--- src/rtl/counter_pkg.sv ---
// Shared types and defaults for the counter family (up- and down-counters).
// Latency: n/a (types and constants only).
// Backpressure: n/a.
package counter_pkg;

  // Controller state encoding, shared by every counter block in the family.
  typedef enum logic [1:0] {
    IDLE  = 2'b00,
    COUNT = 2'b01,
    DONE  = 2'b10
  } state_t;

  // Default counter and load-value width.
  localparam int DEFAULT_CNT_WIDTH = 4;

endpackage

--- src/rtl/down_count_reg.sv ---
// Down-count register: synchronous clear, parallel load, decrement on enable, saturating at zero.
// Latency: q updates on the posedge after a control input is presented; zero_next is combinational from q.
// Backpressure: none; control inputs are acted on every cycle.
module down_count_reg
  import counter_pkg::*;
#(
  parameter int WIDTH = DEFAULT_CNT_WIDTH
) (
  input  logic             clk,
  input  logic             reset,
  input  logic             clear,
  input  logic             load,
  input  logic [WIDTH-1:0] din,
  input  logic             dec,
  output logic [WIDTH-1:0] q,
  output logic             zero_next
);

  // Reset has the highest priority, then clear, then load, then decrement.
  // The decrement is blocked at zero, so the count can never wrap.
  always_ff @(posedge clk) begin
    if (!reset) begin
      q <= '0;
    end else if (clear) begin
      q <= '0;
    end else if (load) begin
      q <= din;
    end else if (dec && (q != '0)) begin
      q <= q - WIDTH'(1);
    end
  end

  // The next tick-qualified decrement takes the count to zero.
  assign zero_next = (q == WIDTH'(1));

endmodule

--- src/rtl/down_counter_timer.sv ---
// Loadable down-counter/timer with a one-cycle done pulse; DOWN_COUNTER_AUTO_RELOAD_EN enables periodic reload.
// Latency: load of N>0 gives N tick-qualified COUNT cycles, then done for one cycle; N=0 goes straight to done.
// Backpressure: load_ready is high only in IDLE; loads offered at other times wait for load_ready.
module down_counter_timer
  import counter_pkg::*;
#(
  parameter int WIDTH = DEFAULT_CNT_WIDTH
) (
  input  logic             clk,
  input  logic             reset,
  input  logic             load_valid,
  input  logic [WIDTH-1:0] load_value,
  output logic             load_ready,
  input  logic             tick,
  input  logic             abort,
  output logic [WIDTH-1:0] q,
  output logic             busy,
  output logic             done
);

  state_t           state;
  state_t           state_nxt;
  logic [WIDTH-1:0] reload_reg;
  logic             reload_we;
  logic             cnt_clear;
  logic             cnt_load;
  logic [WIDTH-1:0] cnt_din;
  logic             cnt_dec;
  logic             zero_next;

  // Count storage lives in the sub-module; the FSM only steers its controls.
  down_count_reg #(
    .WIDTH (WIDTH)
  ) u_cnt (
    .clk       (clk),
    .reset     (reset),
    .clear     (cnt_clear),
    .load      (cnt_load),
    .din       (cnt_din),
    .dec       (cnt_dec),
    .q         (q),
    .zero_next (zero_next)
  );

  // State register; reset mid-count returns to IDLE without a done pulse.
  always_ff @(posedge clk) begin
    if (!reset) begin
      state <= IDLE;
    end else begin
      state <= state_nxt;
    end
  end

  // Remember the accepted start value so the count can be re-armed.
  always_ff @(posedge clk) begin
    if (!reset) begin
      reload_reg <= '0;
    end else if (reload_we) begin
      reload_reg <= load_value;
    end
  end

  // Next-state and counter-control decode.
  always_comb begin
    state_nxt = state;
    reload_we = 1'b0;
    cnt_clear = 1'b0;
    cnt_load  = 1'b0;
    cnt_din   = load_value;
    cnt_dec   = 1'b0;
    case (state)
      IDLE: begin
        // abort wins over a pending load: the handshake is not completed.
        if (load_valid && !abort) begin
          cnt_load  = 1'b1;
          reload_we = 1'b1;
          state_nxt = (load_value != '0) ? COUNT : DONE;
        end
      end
      COUNT: begin
        if (abort) begin
          cnt_clear = 1'b1;
          state_nxt = IDLE;
        end else if (tick) begin
          cnt_dec = 1'b1;
          if (zero_next) begin
            state_nxt = DONE;
          end
        end
      end
      DONE: begin
`ifdef DOWN_COUNTER_AUTO_RELOAD_EN
        // Re-arm from the stored start value; abort or a zero period stops the cycle.
        if (abort || (reload_reg == '0)) begin
          state_nxt = IDLE;
        end else begin
          cnt_load  = 1'b1;
          cnt_din   = reload_reg;
          state_nxt = COUNT;
        end
`else
        // One-shot: always back to IDLE, abort is irrelevant here.
        state_nxt = IDLE;
`endif
      end
      default: begin
        cnt_clear = 1'b1;
        state_nxt = IDLE;
      end
    endcase
  end

`ifndef DOWN_COUNTER_AUTO_RELOAD_EN
  // The stored start value is only consumed by the reload path.
  logic unused_reload;
  assign unused_reload = ^reload_reg;
`endif

  // Status outputs decode straight from the state register.
  assign load_ready = (state == IDLE);
  assign busy       = (state == COUNT);
  assign done       = (state == DONE);

endmodule

--- config.mk ---
export PLATFORM = sky130hd
export DESIGN_NAME = down_counter_timer
export DESIGN_NICKNAME = d
export VERILOG_FILES = /design/src/rtl/counter_pkg.sv /design/src/rtl/down_count_reg.sv /design/src/rtl/down_counter_timer.sv
export SDC_FILE = /design/constraint.sdc
export NUM_CORES = 1
export LEC_CHECK = 0
export CORE_AREA = 2 2 39 41
export DETAILED_ROUTE_END_ITERATION = 7
export DIE_AREA = 0 0 41 43
export PLACE_DENSITY = 0.66
export SLEW_MARGIN = 10
export SYNTH_ARGS = -nofsm -noshare
export SYNTH_HDL_FRONTEND = slang
export SYNTH_HIERARCHICAL = 1
export SYNTH_SLANG_ARGS = --single-unit
--- constraint.sdc ---
create_clock -name clk -period 2.6 [get_ports clk]
set_clock_uncertainty 0.2 [all_clocks]
set_input_delay 0.52 -clock clk [delete_from_list [all_inputs] [get_ports clk]]
set_output_delay 0.52 -clock clk [all_outputs]
set_load 0.1 [all_outputs]
==> flow_summary.ini <==
[run_status]
outcome = finished, final reports clean

[synth]
ys_seq_elements = 6
yosysWarnings = 6
ys_seq_area_share_pct = 27.5
syn_nets = 60
synth_top_area_cell = dfxtp_1
yosys_most_used_dff = dfxtp_1
synth_cell_types = 26
synthTopCellsByArea = dfxtp_1 (28%), nor2b_1 (8.6%), and4b_1 (6.9%)
netlist_top_cells_count = dfxtp_1 (6), nor2b_1 (6)
syn_inst = 49
synth_area_um2 = 437
synth_top_area_share_pct = 27.5
async_flop_share_pct = 0
synth_edf_count = 0
syn_avg_cell_area_um2 = 8.91

[worst_setup_path]
crit_required_ps = 2550
crit_type = input port to register
path_max_fanout = 8
arrival_ps = 1970
slowest_stage = clkdlybuf4s50_1
crit_path_start_kind = input port
worstPathCellList = clkdlybuf4s50_1 > nor2_1 > and3_1 > a311oi_1 > a2111oi_2
cp_top_family = simple AND/OR/NAND/NOR gates
critPathBufInv = 1
slowest_delay_ps = 460
end_kind = register

[drt]
via_count = 437
drc = 0
wire_per_inst_um = 13.1
via_per_inst = 5.27
first_pass_iters = 4
ant_nets = 0
drt-total-wl_mm = 1.09
dr.first_iter.drc_count = 4

[die]
dieWidth_um = 41
dieArea_mm2 = 0.00176
std_cell_rows = 14
die_height_um = 43
start_util_pct = 31.6
core_mm2 = 0.00138
ios = 16

[sta]
max_freq_mhz = 494
period_needed_ps = 2030
fin_hold_ws_ps = 401
relSlewSlack_pct = 67.9
tightest_slew_ps = 480
setup_violations = 0
hold_viol_final = 0
finalCritPeriodShare_pct = 77.9
fin_setup_tns_ps = 0
rsz0062_at_grt = false
finalWorstSetupSlack_ps = 574
finalMaxSlewViolations = 0

[power_and_ir_drop]
irDropWorstVdd_mv = 0.222
p_leak_nw = 0.255
p_per_area_mw_per_mm2 = 528

[clocking]
clk_path_buf_depth = 2
numCtsBuffers = 3
root_buffer = clkbuf_4
clk_pin_slew_ps = 50
worstSkewPairLatency_ps = 250
htree_levels = 1
cts_tree = done
cts_hold_buffers = 0
cts_resized = 0
cts_setup_buffers = 0
cts.sinks = 6

[job]
maxCapViolations = 0

[layout]
fin_nets = 80
instances_no_fill = 83
drive_gt1_share_pct = 22.4
antenna_cells = 0
syn_to_final_growth_pct = 41.0

[grt]
antenna_found_initial = 0
grt_use_total_pct = 16.1
grt_max_degree = 10
gr-total-overflow = 0
grt_pass1_wl_mm = 1.75
grt_pass1_vias = 381

[placed_design]
place_hpwl_um = 826
place.gp.congestion = 0.799
io_buffers = 15
place_ws_ps = 319
dp.cells = 80

[min_path]
min_path_type = register to register
==> worst reg2reg max path: stages (launching register included) <==
cell      delay (ps)
dfxtp_1          320
inv_1            100
ha_1             190
or3b_4           420
a2111o_1         430
nand3_1           70
==> path summary, 6_finish.rpt <==
check / start / to / slack, ps / cells past startpoint
setup / recovery: abort / u_cnt/q[3] / 570 / 5
setup reg to reg: u_cnt/q[1] / u_cnt/q[1] / 800 / 5
hold / removal: state[0] / state[0] / 400 / 2
hold reg to reg: state[0] / state[0] / 400 / 2
==> layout make-up <==
cell class                      instances  area (um2)
Fill cell                             143         768
Multi-Input combinational cell         39         302
Timing Repair Buffer                   16         140
Sequential cell                         6         120
Clock buffer                            3        22.5
Tap cell                               16        20.0
Inverter                                3        11.3
==> logic make-up after synthesis <==
family / Yosys count / share of synthesized area, %
buffers and inverters: 4 / 3.44
AND/OR/NAND/NOR: 30 / 49.0
AO/OA/AOI/OAI: 7 / 14.3
flip-flops: 6 / 27.5
adder cells (fa/ha/maj): 2 / 5.73
==> power by group <==
| part | switching, mW | total, mW | internal [mW] |
|---|---|---|---|
| logic | 0.0823 | 0.124 | 0.0422 |
| clock network | 0.0409 | 0.0937 | 0.0527 |
| registers | 0.00856 | 0.107 | 0.0981 |
==> layer usage <==
metal | vias up | global-route usage [%] | share of wire [%]
li1 | 220 | - | -
met1 | 206 | 18.9 | 46
met2 | 7 | 20.3 | 46
met3 | 4 | 9.42 | 5.2
met4 | 0 | 12.7 | 3.4
met5 | - | 0 | 0
==> per-stage QoR <==
stage / power, mW / util (%) / instance area [um2]
3_5_place_dp: 0.233 / 42.9 / 593
6_report: 0.325 / 44.5 / 616
5_1_grt: 0.345 / 44.5 / 616
4_1_cts: 0.328 / 44.5 / 616
3_3_place_gp: 0.232 / 42.9 / 593
2_1_floorplan: 0.196 / - / 437
==> sequential cells by signal (all words and copies together) (netlist names) <==
| name | count |
|---|---|
| u_cnt/q | 4 |
| state | 2 |
==> placed cells by master, fill, tap and decap left out, types with 2 or more instances in the layout <==
cell / count
clkdlybuf4s50_1: 8
buf_4: 8
nor2b_1: 6
dfxtp_1: 6
nor2_1: 3
nand3_1: 3
and4b_1: 3
clkbuf_4: 3
inv_1: 3
nand2_1: 2
nand2b_1: 2
a211oi_1: 2
nor3_1: 2
ha_1: 2
Power figures use the tool's default switching activity.
